$ cat config.mk
export PLATFORM = sky130hd
export DESIGN_NAME = activity_monitor_mc
export DESIGN_NICKNAME = d
export VERILOG_FILES = /design/src/rtl/activity_monitor_mc.sv
export SDC_FILE = /design/constraint.sdc
export NUM_CORES = 1
export LEC_CHECK = 0
export CAP_MARGIN = 30
export CORE_MARGIN = 4
export CORE_UTILIZATION = 40
export DETAILED_ROUTE_END_ITERATION = 6
export PLACE_DENSITY = 0.66
export SETUP_SLACK_MARGIN = 0.5
export SYNTH_ARGS = -nofsm -noshare
export SYNTH_HDL_FRONTEND = slang
export SYNTH_SLANG_ARGS = --single-unit
export TNS_END_PERCENT = 10
$ cat constraint.sdc
create_clock -name clk -period 2.7 [get_ports clk]
set_clock_uncertainty 0.1 [all_clocks]
set_input_delay 0.405 -clock clk [delete_from_list [all_inputs] [get_ports clk]]
set_output_delay 0.405 -clock clk [all_outputs]
set_load 0.02 [all_outputs]
$ cat src/rtl/activity_monitor_mc.sv
// ============================================================================
// activity_monitor_mc: windowed per-channel activity averaging with a
// hysteresis alarm per channel. Optional macro ACTMON_PEAK_HOLD_EN adds peak hold.
// Revision: 1.0
// ============================================================================
`default_nettype none

module activity_monitor_mc #(
  parameter int NUM_CH   = 4,
  parameter int ACT_W    = 16,
  parameter int LVL_W    = 8,
  parameter int WIN_LOG2 = 2,
  parameter int HI_TH    = 192,
  parameter int LO_TH    = 64
) (
  input  logic                                   clk,
  input  logic                                   reset,
  input  logic                                   sample_valid,
  input  logic [NUM_CH*ACT_W-1:0]                activity,
`ifdef ACTMON_PEAK_HOLD_EN
  input  logic                                   peak_clear,
  output logic [NUM_CH*LVL_W-1:0]                peak,
`endif
  output logic [NUM_CH*LVL_W-1:0]                level,
  output logic                                   level_valid,
  output logic [NUM_CH-1:0]                      alarm,
  output logic [(WIN_LOG2 > 0 ? WIN_LOG2 : 1)-1:0] win_count
);

  localparam int CNT_W = (WIN_LOG2 > 0) ? WIN_LOG2 : 1;
  localparam int ACC_W = LVL_W + WIN_LOG2;
  localparam logic [CNT_W-1:0] WIN_MAX = CNT_W'((1 << WIN_LOG2) - 1);
  localparam logic [LVL_W-1:0] HI_V    = LVL_W'(HI_TH);
  localparam logic [LVL_W-1:0] LO_V    = LVL_W'(LO_TH);

  typedef enum logic {
    ST_LOW  = 1'b0,
    ST_HIGH = 1'b1
  } state_t;

  logic win_last;
  logic win_close;
  logic unused_act;

  // Only the MSB slice of each activity word is sampled.
  assign unused_act = ^activity;
  assign win_last   = (win_count == WIN_MAX);
  assign win_close  = sample_valid && win_last;

  always_ff @(posedge clk or posedge reset) begin
    if (reset) begin
      win_count   <= '0;
      level_valid <= 1'b0;
    end else begin
      level_valid <= win_close;
      if (sample_valid) begin
        win_count <= win_last ? '0 : win_count + CNT_W'(1);
      end
    end
  end

  for (genvar c = 0; c < NUM_CH; c++) begin : g_ch
    logic [LVL_W-1:0] smp;
    logic [ACC_W-1:0] acc;
    logic [ACC_W-1:0] sum;
    logic [LVL_W-1:0] avg;
    logic [LVL_W-1:0] lvl_q;
    state_t           state;
    state_t           state_nxt;

    assign smp = activity[c*ACT_W + ACT_W-1 -: LVL_W];
    assign sum = acc + ACC_W'(smp);
    // Upper LVL_W bits of the sum are the truncated window average.
    assign avg = sum[ACC_W-1 -: LVL_W];

    always_ff @(posedge clk or posedge reset) begin
      if (reset) begin
        acc   <= '0;
        lvl_q <= '0;
      end else if (sample_valid) begin
        if (win_last) begin
          acc   <= '0;
          lvl_q <= avg;
        end else begin
          acc   <= sum;
        end
      end
    end

    always_ff @(posedge clk or posedge reset) begin
      if (reset) state <= ST_LOW;
      else       state <= state_nxt;
    end

    always_comb begin
      state_nxt = state;
      if (win_close) begin
        case (state)
          ST_LOW:  if (avg >= HI_V) state_nxt = ST_HIGH;
          ST_HIGH: if (avg <= LO_V) state_nxt = ST_LOW;
          default: state_nxt = ST_LOW;
        endcase
      end
    end

    assign level[c*LVL_W +: LVL_W] = lvl_q;
    assign alarm[c]                = (state == ST_HIGH);

`ifdef ACTMON_PEAK_HOLD_EN
    logic [LVL_W-1:0] pk;

    // A clear coinciding with a window close reloads from the new average.
    always_ff @(posedge clk or posedge reset) begin
      if (reset) begin
        pk <= '0;
      end else if (win_close) begin
        pk <= (peak_clear || (avg > pk)) ? avg : pk;
      end else if (peak_clear) begin
        pk <= '0;
      end
    end

    assign peak[c*LVL_W +: LVL_W] = pk;
`endif
  end

endmodule

`default_nettype wire

### Yosys cells after proc, flatten, opt, wreduce, memory -nomap -nowiden

Cells that the tools add are included.

| cells by class | value |
|---|---|
| add/sub/neg operators | 5 |
| order comparisons | 8 |
| equality and inequality tests | 1 |
| multiplexer cells | 17 |
| bitwise gates (word level) | 4 |
| reduce and logical (&&, ||, !) cells | 2 |

Operators with widths:

| operator | number |
|---|---|
| 10-bit by 8-bit adder with 10-bit output | 4 |
| 10-bit 2-to-1 mux | 4 |
| 8-bit greater-or-equal comparator, second input constant | 4 |
| 8-bit by 7-bit less-or-equal comparator with 1-bit output, second input constant | 4 |
| 1-bit 2-to-1 mux | 8 |
| 1-bit one-hot mux with 2 select lines | 4 |
| 1-bit inverter | 4 |
| 2-bit by 1-bit adder with 2-bit output, second input constant | 1 |
| 2-bit equality test, second input constant | 1 |
| 2-bit 2-to-1 mux | 1 |
| 2-bit AND reduction | 1 |
| 1-bit logical AND | 1 |

| storage, ports and cells | value |
|---|---|
| register bits after elaboration | 79 |
| input bits | 67 |
| output and inout port bits | 39 |
| logic and storage cells | 51 |

### Longest topological paths before layout

Gate-level depths: netlist of the first run.

| depth | value |
|---|---|
| word-level depth | 4 |
| gate-level depth with buffers | 8 |
| depth with buffers taken out | 8 |

### Worst setup path after synthesis of the first run

Ideal clock, no wire load.

| timing path | value |
|---|---|
| path type | input port to flip-flop |
| start point | input activity[56] |
| end point | register g_ch[3].state |
| setup time | 0.126 ns |
| arrival | 2.159 ns |
| data required time | 2.474 ns |
| path slack | 0.315 ns |
| cell stages on the path | 8 |
| buffers on the path | 0 |
| path through | ha_1 fa_1 a211oi_2 o21bai_1 a2111oi_2 o21ai_1 a32oi_1 o21ai_1 |

| between the ends | value |
|---|---|
| word-level cells in the longest chain between the ends | 4 |
| elaborated cells between the ends (all ways) | 6 |
| those cells by class | add/sub (1); order compare (2); mux (3) |

Ends and longest elaborated chain:

| element | line | RTL |
|---|---|---|
| start: declaration | 19 | `input logic [NUM_CH*ACT_W-1:0] activity,` |
| 10-bit by 8-bit adder with 10-bit output * | 72 | `assign sum = acc + ACC_W'(smp);` |
| 8-bit by 7-bit less-or-equal comparator with 1-bit output or 8-bit greater-or-equal comparator (tied branches) | 100, 99 |  |
| 1-bit 2-to-1 mux (on tied branches) | 100, 99 |  |
| 1-bit one-hot mux with 2 select lines * | 98 | `case (state)` |
| end signal: assignment | 92 | `else state <= state_nxt;` |
| end: declaration | 68 | `state_t state;` |

Every way passes the cells marked *; elsewhere a longest branch is shown, timed or not.
A chain may end at the register's enable or synchronous reset.

### Worst setup path in the final report of the first run

| timing path | value |
|---|---|
| start point | register g_ch[3].acc[0] |
| end point | register g_ch[3].state |

| between the ends | value |
|---|---|
| word-level cells in the longest chain between the ends | 4 |
| elaborated cells between the ends (all ways) | 6 |
| those cells by class | add/sub (1); order compare (2); mux (3) |

Ends and longest elaborated chain:

| element | line | RTL |
|---|---|---|
| start: declaration | 64 | `logic [ACC_W-1:0] acc;` |
| start signal: assignment | 85 | `acc <= sum;` |
| 10-bit by 8-bit adder with 10-bit output * | 72 |  |
| 8-bit by 7-bit less-or-equal comparator with 1-bit output or 8-bit greater-or-equal comparator (tied branches) | 100, 99 |  |
| 1-bit 2-to-1 mux (on tied branches) | 100, 99 |  |
| 1-bit one-hot mux with 2 select lines * | 98 |  |

Marked as above.

==> results.yml, run 1 <==
global_routing:
  grt_antenna_before_repair: 0
  grt_start_max_net_pins: 35
  grt_pass1_vias: 4052
  grtUsageTotal_pct: 18.54
  grt_pass1_wl_um: 19440
  grt.overflow.total: 0
yosys:
  syn_nets: 562
  yosys_warnings: 0
  synth_flop_cell: "dfrtp_1"
  yosys.cell_types.count: 51
  synth_cells: 458
  syn_area_um2: 4543
  synth_area_leaders: "dfrtp_1, ha_1, o22ai_1"
  synth_top_area_share_pct: 43.51
  synth_seq_cells: 79
  syn_area_per_cell_um2: 9.919
  synthArstFlopShare_pct: 100.0
  ys_seq_area_share_pct: 43.51
  synth_edf_count: 0
  synth_top_cell_by_area: "dfrtp_1"
timing:
  finalSetupTns_ns: 0
  finalCritPeriodShare_pct: 89.63
  hold_ws_ns: 0.3771
  fin_crit_ns: 2.420
  rsz0062_at_grt: "yes"
  slew_headroom_pct: 61.16
  worstMarginPinSlew_ns: 0.5813
  setup-violations-final: 0
  slew_violations: 0
  hold_viol: 0
  fmax_mhz: 413.2
  worst_slack_ns: 0.2800
setup_path:
  end_kind: "flip-flop"
  crit-reg2reg-capture: "g_ch[3].state"
  reg2reg_depth: 10
  crit_arrival_ns: 2.58
  path_max_fanout: 2
  crit_type: "reg2reg"
  r2r_setup_slack_ns: 0.28
  rr_startpoint: "g_ch[3].acc[0]"
  critPathLaunchType: "flip-flop"
  required_ns: 2.86
hold_path:
  hold_class: "in2async"
layout:
  multiInputGateArea_um2: 2504
  diodes: 0
  syn2layout_area_growth_pct: 39.52
  final_cell_area_um2: 6339
  nNetsFinal: 688
  seqCellArea_um2: 1977
  drive_above_1_share_pct: 22.41
  fillers: 951
  final_core_util_pct: 57.71
  final_cell_mix: "dfrtp_1, clkdlybuf4s50_1, buf_4"
  final_common_cell: "dfrtp_1"
  fin_cells: 729
route:
  route.detailed.drc: 0
  wirelength_um: 11330
  wl_per_cell_um: 15.54
  drtIter0Drc: 118
  first_pass_iters: 4
  ant_nets: 0
  vias_per_cell: 5.125
  vias: 3736
clocking:
  cts_tree: "yes"
  ctsHoldBuffers: 0
  clkTransAtPathRegs_ns: 0.06
  clockBufferDepth: 2
  h-tree-depth: 3
  cts-root-buf: "clkbuf_16"
  cts-buffers-inserted: 9
  cts.sinks: 79
  worstSkewPairLatency_ns: 0.34
floorplanning:
  dieArea_um2: 13130
  die_x_um: 114.6
  num_rows: 38
  ios: 106
  die_h_um: 114.6
  core_um2: 10980
  initial_core_util_pct: 41.36
power:
  p_leak_nw: 2.868
  intPower_mw: 4.876
  power.switching_mw: 3.268
  total_power_mw: 8.144
  peakVddDrop_mv: 0.5690
  power.density_nw_per_um2: 1285
  p_sw_share_pct: 40.13
  pwr-share-comb_pct: 59.3
  clock_power_share_pct: 15.0
  pwr-share-seq_pct: 25.6
placement:
  place_hpwl_um: 8151
  port_buffers: 73
  routabilityCongestion: 0.8456
  dpl.cell_count: 701
  pre_cts_ws_ns: -0.3332
  dpl_cell_area_um2: 5748
flow_run:
  cap_violations: 0
outcome:
  status: "finished clean"
## synthesized netlist by cell type (2+ instances only)
cell type / n
dfrtp_1: 79
nor2b_1: 3
nor3_1: 3
o31ai_4: 3
clkbuf_1: 14
and4_1: 3
a21oi_1: 12
a21o_1: 8
o21a_1: 8
ha_1: 33
o21ai_0: 29
nor3b_1: 4
inv_1: 47
buf_1: 2
and2_1: 2
o31ai_1: 6
o21bai_1: 2
o22ai_1: 32
xnor2_1: 18
buf_4: 4
fa_1: 4
a31oi_1: 6
or3_1: 2
a211oi_2: 5
nor2_1: 29
xor2_1: 9
a211oi_1: 3
mux2i_1: 5
a221oi_4: 2
a2bb2oi_1: 3
o21ai_1: 11
nand2_1: 48
## layer usage
layer | vias to the layer above | part of all wire, % | GRT usage [%]
met2 | 76 | 49 | 30.97
met3 | 14 | 4.3 | 4.228
met5 | - | 0 | 0
li1 | 1849 | - | -
met4 | 0 | 1.4 | 4.909
met1 | 1797 | 45 | 24.25
## repair_timing
item                                   CTS  global route
setup endpoints to repair               39            38
buffers inserted                        11             1
endpoints found under the hold margin    0             0
gates resized for setup                 37             8
pin swaps                               38            13
## worst max-delay path by stage
stage / start / to / slack [ns] / cells past startpoint
detailed placement: activity[56] / g_ch[3].state / -0.33 / 9
global route: g_ch[3].acc[0] / g_ch[3].state / 0.21 / 8
floorplan: activity[56] / g_ch[3].state / 0.31 / 8
finish: g_ch[3].acc[0] / g_ch[3].state / 0.28 / 10
CTS: g_ch[3].acc[0] / g_ch[3].state / 0.31 / 10
global placement: activity[56] / g_ch[3].state / -0.26 / 9
## area by class of cell
cell class	instances	share of cell area, %
clock inverter	6	0.9475
multi-input combinational	311	39.50
timing repair buffer	135	18.93
sequential	79	31.19
tap	140	2.764
clock buffer	10	3.770
inverter	48	2.902
## critical path: stages, from the launching register on
cell and delay [ns]:
dfrtp_1 0.38, ha_2 0.21, fa_2 0.38, a211oi_4 0.29, buf_4 0.15, buf_6 0.08
nor2_2 0.04, xnor2_2 0.14, and3b_2 0.24, a41o_1 0.20, o21ai_1 0.14
## flip-flops by register name, summed over array words and instances, names as in the netlist
register / cells
g_ch.state: 4
win_count: 2
g_ch.lvl_q: 32
level_valid: 1
g_ch.acc: 40
## kinds of logic after synthesis
logic type,synth area share [%]
fa+ha+maj,10.85
flops,43.51
compound gates,23.13
mux,1.597
simple gates,9.749
buf+inv,5.949
xor+xnor,5.205
## power by group through the flow
| stage | logic, mW | registers (mW) | clock network [mW] |
|---|---|---|---|
| 2_1_floorplan | 2.44 | 2.31 | 0 |
| 3_3_place_gp | 4.26 | 2.07 | 0 |
| 3_5_place_dp | 4.37 | 2.09 | 0 |
| 4_1_cts | 4.73 | 2.08 | 1.24 |
| 5_1_grt | 5.30 | 2.16 | 1.30 |
| 6_report | 4.83 | 2.09 | 1.23 |
(Power assumes the default switching activity.)
==> inputs of run 2 (changes only) <==
--- a/config.mk
+++ b/config.mk
@@ -9,9 +9,10 @@
 export CORE_MARGIN = 4
 export CORE_UTILIZATION = 40
 export DETAILED_ROUTE_END_ITERATION = 6
-export PLACE_DENSITY = 0.66
+export DONT_BUFFER_PORTS = 1
 export SETUP_SLACK_MARGIN = 0.5
+export SKIP_LAST_GASP = 1
 export SYNTH_ARGS = -nofsm -noshare
 export SYNTH_HDL_FRONTEND = slang
 export SYNTH_SLANG_ARGS = --single-unit
-export TNS_END_PERCENT = 10
+export TNS_END_PERCENT = 50
==> results.yml, run 2 (synthesized netlist as in run 1, its figures left out) <==
setup_path:
  end_kind: "flip-flop"
  cp_top_family: "adder cells"
  cp_slowest_cell: "dfrtp_1"
  crit_chain: "ha_4 > fa_2 > a211oi_4 > buf_4 > nor2_1 > xnor2_1 > and3b_1 > a41o_1 > o21ai_1"
  path_max_fanout: 3
  required_ns: 2.82
  critPathBufInv: 1
  worst_path_largest_cell_delay_ns: 0.41
  crit_type: "reg2reg"
  critPathLaunchType: "flip-flop"
  crit_arrival_ns: 2.48
clocking:
  worstSkewPairLatency_ns: 0.34
  cts-buffers-inserted: 9
  cts-root-buf: "clkbuf_16"
  clkTransAtPathRegs_ns: 0.06
  cts.sinks: 79
  h-tree-depth: 3
  cts_tree: "yes"
  clockBufferDepth: 2
timing:
  setup-violations-final: 0
  fin_crit_ns: 2.366
  rsz0062_at_grt: "yes"
  worst_slack_ns: 0.3343
  slew_violations: 0
  worstMarginPinSlew_ns: 0.6988
  fmax_mhz: 422.7
  finalSetupTns_ns: 0
  finalCritPeriodShare_pct: 87.62
  hold_ws_ns: 0.06987
  slew_headroom_pct: 53.32
  hold_viol: 0
layout:
  fin_cells: 617
  diodes: 0
  largest_reg_flops: 40
  nNetsFinal: 576
  final_core_util_pct: 49.51
  multiInputGateArea_um2: 2604
  drive_above_1_share_pct: 19.92
  syn2layout_area_growth_pct: 19.69
  seqCellArea_um2: 1977
  fillers: 984
  regMostFlops: "g_ch.acc"
  final_cell_mix: "dfrtp_1, nand2_1, inv_1"
  reg.largest.list: "g_ch.acc: 40 flops, g_ch.lvl_q: 32 flops, g_ch.state: 4 flops"
  final_common_cell: "dfrtp_1"
placement:
  port_buffers: 0
  dpl.cell_count: 588
  place_hpwl_um: 7350
  routabilityCongestion: 0.8476
  pre_cts_ws_ns: 0.1029
power:
  power.density_nw_per_um2: 1327
  p_leak_nw: 2.432
  peakVddDrop_mv: 0.6167
route:
  ant_nets: 0
  drtIter0Drc: 144
  first_pass_iters: 4
  route.detailed.drc: 0
  wirelength_um: 10740
  wl_per_cell_um: 17.41
  vias: 3310
  vias_per_cell: 5.365
global_routing:
  grtUsageTotal_pct: 17.13
  grt_pass1_wl_um: 17690
  grt_start_max_net_pins: 51
  grt.overflow.total: 0
  grt_pass1_vias: 3493
  grt_antenna_before_repair: 0
floorplanning:
  initial_core_util_pct: 41.36
  core_um2: 10980
  die_x_um: 114.6
  num_rows: 38
  ios: 106
  dieArea_um2: 13130
  die_h_um: 114.6
hold_path:
  hold_class: "in2reg"
outcome:
  status: "finished clean"
flow_run:
  cap_violations: 0
-- run 2: area by class of cell --
cell class | instances | share of cell area [%]
sequential | 79 | 36.36
inverter | 48 | 3.382
clock inverter | 3 | 0.7363
clock buffer | 13 | 4.970
multi-input combinational | 311 | 47.88
tap | 140 | 3.221
timing repair buffer | 23 | 3.451
-- run 2: stage by stage --
| stage | instance area [µm²] | total power [mW] |
|---|---|---|
| after CTS | 5241 | 6.936 |
| after global routing | 5438 | 7.783 |
| after detailed placement | 4722 | 5.401 |
| after floorplan | 4547 | 4.748 |
| after global placement | 4722 | 5.290 |
| final | 5438 | 7.216 |
-- run 2: worst paths after layout --
kind                                 from          endpoint  slack [ns]  cells after the start
setup / recovery           g_ch[3].acc[0]     g_ch[3].state        0.33                      9
hold / removal               sample_valid    g_ch[0].acc[6]        0.07                      1
setup reg to reg           g_ch[3].acc[0]     g_ch[3].state        0.33                      9
hold reg to reg            g_ch[0].acc[6]    g_ch[0].acc[6]        0.43                      2
max in group asynchronous           reset    g_ch[2].acc[3]        1.27                      3
min in group asynchronous           reset  g_ch[0].lvl_q[4]        0.54                      2
-- run 2: per-layer routing --
metal / track usage [%] / share of wire (%)
met4: 7.363 / 1.7
met2: 27.51 / 49
met5: 0 / 0
met1: 21.03 / 43
met3: 5.655 / 6.2
-- run 2: worst register-to-register path: stages, from the launching register on --
cell and delay [ns]:
dfrtp_1 0.41, ha_4 0.19, fa_2 0.41, a211oi_4 0.24
buf_4 0.14, nor2_1 0.04, xnor2_1 0.23, and3b_1 0.23
a41o_1 0.19, o21ai_1 0.05
-- run 2: report_power, final --
| group | switching (mW) | total, mW | internal, mW | leakage (nW) |
|---|---|---|---|---|
| registers | 0.743 | 2.47 | 1.72 | 0.980 |
| logic | 1.90 | 3.49 | 1.59 | 1.30 |
| clock network | 0.470 | 1.26 | 0.789 | 0.156 |
| total | 3.12 | 7.22 | 4.10 | 2.43 |
-- run 2: timing repair --
item                                   CTS  global route
hold buffers                             1             0
buffers inserted                         7             5
endpoints found under the hold margin   28             0
setup endpoints to repair               20            22
pin swaps                               23            21
resized for setup                       29            22
==> patch 1: new RTL, config.mk and constraints of run 1 <==
Add an input register stage for `sample_valid` and `activity`, with the module's reset; this delays them by one clock.
--- a/src/rtl/activity_monitor_mc.sv
+++ b/src/rtl/activity_monitor_mc.sv
@@ -38,14 +38,27 @@
     ST_HIGH = 1'b1
   } state_t;
 
+  logic sample_valid_q;
+  logic [NUM_CH*ACT_W-1:0] activity_q;
+
+  always_ff @(posedge clk or posedge reset) begin
+    if (reset) begin
+      sample_valid_q <= '0;
+      activity_q     <= '0;
+    end else begin
+      sample_valid_q <= sample_valid;
+      activity_q     <= activity;
+    end
+  end
+
   logic win_last;
   logic win_close;
   logic unused_act;
 
   // Only the MSB slice of each activity word is sampled.
-  assign unused_act = ^activity;
+  assign unused_act = ^activity_q;
   assign win_last   = (win_count == WIN_MAX);
-  assign win_close  = sample_valid && win_last;
+  assign win_close  = sample_valid_q && win_last;
 
   always_ff @(posedge clk or posedge reset) begin
     if (reset) begin
@@ -53,7 +66,7 @@
       level_valid <= 1'b0;
     end else begin
       level_valid <= win_close;
-      if (sample_valid) begin
+      if (sample_valid_q) begin
         win_count <= win_last ? '0 : win_count + CNT_W'(1);
       end
     end
@@ -68,7 +81,7 @@
     state_t           state;
     state_t           state_nxt;
 
-    assign smp = activity[c*ACT_W + ACT_W-1 -: LVL_W];
+    assign smp = activity_q[c*ACT_W + ACT_W-1 -: LVL_W];
     assign sum = acc + ACC_W'(smp);
     // Upper LVL_W bits of the sum are the truncated window average.
     assign avg = sum[ACC_W-1 -: LVL_W];
@@ -77,7 +90,7 @@
       if (reset) begin
         acc   <= '0;
         lvl_q <= '0;
-      end else if (sample_valid) begin
+      end else if (sample_valid_q) begin
         if (win_last) begin
           acc   <= '0;
           lvl_q <= avg;
Behaviour: not the same (Yosys sat finds a counterexample within 4 cycles, from zero or initial values and one cycle with reset high).
==> patch 1 against run 1 <==
Synthesized area is 19% higher; wire length is 6.8% higher; setup slack lost 0.010 ns; cell count grew 8.2%; cell area grew 11%; utilization fell by 4.5 points; power increased by 6.1%; sequential cell count is 33 higher; critical path type unchanged.
==> patch 1: results (changes against run 1) <==
| Metric | Value |
|---|---|
| Clock slew at reported path FFs | `0.08 ns (+0.02 ns)` |
| Crit-path max FO | `4 (+2)` |
| Max IR drop VDD | `0.602 mV (+5.8%)` |
| Worst r2r path cells | `7 (-3)` |
| Placed cell area | `6400 µm² (+11%)` |
| Via count | `4116 (+10%)` |
| Pleak | `3.07 nW (+7.1%)` |
| Status | `completed` |
| Placed instance count | `764 (+9.0%)` |
| Nonclk buf count | `94 (-30%)` |
| Crit-path slowest cell | `dfrtp_2` |
| Starting DRC count in detailed routing | `220 (+86%)` |
| Comb_multi_in | `341 (+9.6%)` |
| Final net count | `712 (+3.5%)` |
| First-pass GRT wire length | `20.3 mm (+4.3%)` |
| Synthesized net count | `629 (+12%)` |
| GR Util All Layers | `0.159 (-0.0262)` |
| Mean routed wirelength per cell | `15.3 µm (-1.3%)` |
| DP HPWL | `8.29 mm (+1.7%)` |
| Yosys reg bits | `112 (+42%)` |
| Vias in the first global route | `4210 (+3.9%)` |
| Final std cells w/o fill | `789 (+8.2%)` |
| Final Core Density | `0.533 (-0.0445)` |
| Layout non-clock buf frac | `0.132 (-0.0575)` |
| FF-to-FF Start | `activity_q[57]$_DFF_PP0_` |
| Worst rel slew slack | `0.617 (+0.00532)` |
patch 1: where the power goes:
part,internal [mW],total [mW],leakage (nW),switching (mW)
Clock,0.757,1.39,0.150,0.632
Sequential,2.25,2.65,1.36,0.401
Combinational,2.15,4.60,1.56,2.45
Total,5.16,8.64,3.07,3.48
patch 1: logic make-up (layout without fill, tap and decap cells):
logic type | after synthesis | after routing | synth area share
fa+ha+maj | 37 | 37 | 0.0910
simple gates | 117 | 117 | 0.102
xor+xnor | 25 | 25 | 0.0404
compound gates | 158 | 158 | 0.188
mux | 4 | 4 | 0.00877
buf+inv | 72 | 160 | 0.0527
flops | 112 | 112 | 0.517
patch 1: what timing repair did:
item,4_1_cts,5_1_grt
endpoints found under the setup margin,14,31
pin swaps,13,16
gates resized for setup,15,35
hold buffers,0,0
setup buffers,5,4
patch 1: routing by layer:
layer	up-vias	GRT usage	part of all wire
li1	2016	-	-
met1	2010	0.208	0.45
met2	76	0.259	0.49
met3	14	0.0502	0.043
met4	0	0.0393	0.014
met5	-	0	0
==> patch 2: new RTL, settings of run 1 <==
Without the edit above. Build with the macro `ACTMON_PEAK_HOLD_EN` defined.
--- a/src/rtl/activity_monitor_mc.sv
+++ b/src/rtl/activity_monitor_mc.sv
@@ -4,6 +4,8 @@
 // Revision: 1.0
 // ============================================================================
 `default_nettype none
+
+`define ACTMON_PEAK_HOLD_EN
 
 module activity_monitor_mc #(
   parameter int NUM_CH   = 4,
Interface: changed (added peak and peak_clear); port bits go from 106 to 139. No check against the original RTL was run, so the function may have changed too.
==> patch 2 against run 1 <==
The run now ends with setup timing left; critical path depth increased by 5; synthesized area rose by 48%; power grew 76%; sequential cell count up 32; setup slack worse by 1.2 ns; highest routed layer unchanged; cell area increased by 59%; wire length rose by 72%; utilization increased by 3.3 points.
==> patch 2: results (changes against run 1) <==
| Metric | Value |
|---|---|
| Status | `complete, but fails checks` |
| Failing checks | `setup timing` |
| Clock slew at reported path FFs | `0.08 ns (+0.02 ns)` |
| Placed cell area | `9130 µm² (+59%)` |
| Pleak | `4.67 nW (+63%)` |
| Final std cells w/o fill | `1122 (+54%)` |
| Final net count | `1030 (+50%)` |
| Worst Slack Setup Final | `-0.966 ns (-1.25 ns)` |
| Vias in the first global route | `6488 (+60%)` |
| Antenna violations before repair | `0 (unchanged)` |
| Least-Margin Pin Slew | `0.463 ns (-0.119 ns)` |
| Drt total wl | `19.5 mm (+72%)` |
| Hold WS | `0.319 ns (-0.0585 ns)` |
| Total negative slack | `-24.91 ns (-24.91 ns)` |
| Via count | `5956 (+59%)` |
| Diodes inserted | `0 (unchanged)` |
| Post-synthesis adder-cell area fraction | `0.127 (+0.0187)` |
| Synth Area in Compound Gates | `0.228 (-0.00326)` |
| Synth unique cells | `74 (+45%)` |
| Max incr delay on CP | `0.50 ns (+0.12 ns)` |
| Largest net degree at the start of global routing | `49 (+40%)` |
| Worst EP arrival | `3.83 ns (+1.25 ns)` |
| Async SR Flop Fraction | `1.00 (unchanged)` |
| Area contributors post-synth | `dfrtp_1 41%, ha_1 11%, o2bb2ai_1 3.4%` |
| First-pass GRT wire length | `31.7 mm (+63%)` |
| Regs by FF count | `g_ch.acc (40), g_ch.lvl_q (32), g_ch.pk (32)` |
| Routability cong. | `0.887 (+4.8%)` |
| Class of the worst hold path | `in2async` |
| Clock buffer depth | `2 (unchanged)` |
| Dpl ws | `-1.50 ns (-1.16 ns)` |
| FF-to-FF Start | `g_ch[2].acc[0]$_DFFE_PP0P_` |
| IO buf count | `106 (+45%)` |
| Final setup viols | `30 (+30)` |
| Startpoint Class | `flip-flop` |
| CP Capture Point | `g_ch[2].pk[3]$_DFFE_PP0P_` |
| GR Util All Layers | `0.212 (+0.0267)` |
| DP HPWL | `14.2 mm (+74%)` |
| Synthesized net count | `780 (+39%)` |
| Proportion of synthesized area in mux cells | `0.0438 (+0.0278)` |
| Delay-heaviest family, CP | `compound AO/OA/AOI/OAI gates` |
| Crit-path max FO | `7 (+5)` |
| Max IR drop VDD | `0.849 mV (+49%)` |
| Post-Synth XOR/XNOR Area | `0.0352 (-0.0169)` |
| Starting DRC count in detailed routing | `232 (+97%)` |
| DR pass1 iterations | `5 (+1)` |
| Clk_lat worst skew | `0.37 ns (+0.03 ns)` |
| Crit-path slowest cell | `or4_4` |
| Top cells by count, synth | `111 x dfrtp_1, 61 x ha_1, 56 x inv_1` |
| Sequential fraction of the synthesis area | `0.413 (-0.0218)` |
| Share of cells above drive strength 1 | `0.335 (+0.111)` |
| Worst r2r path cells | `15 (+5)` |
| Avg Cell Area, Syn | `10.4 µm² (+4.7%)` |
## patch 2: layout make-up
type	instances	area, µm²
multi-input cells	454	4230
flip-flops and latches	111	2780
fillers	1316	6440
repair buffers	264	2310
clock inverters	6	45.0
inverters	57	216
clock buffers	10	239
well taps	220	275
## patch 2: routing by layer
metal / vias to the layer above / GRT usage / part of all wire
met2: 135 / 0.358 / 0.50
met1: 2938 / 0.277 / 0.45
met4: 0 / 0.0743 / 0.019
li1: 2849 / - / -
met3: 34 / 0.0314 / 0.038
met5: - / 0 / 0
## patch 2: what timing repair did
action | in CTS | in global routing
endpoints found under the setup margin | 70 | 74
setup buffers | 16 | 2
gates resized for setup | 62 | 49
pin swaps | 53 | 36
## patch 2: power by group
| group | switching, mW | internal, mW |
|---|---|---|
| clock network | 0.656 | 0.657 |
| logic | 4.78 | 5.29 |
| registers | 0.568 | 2.35 |
| total | 6.01 | 8.30 |
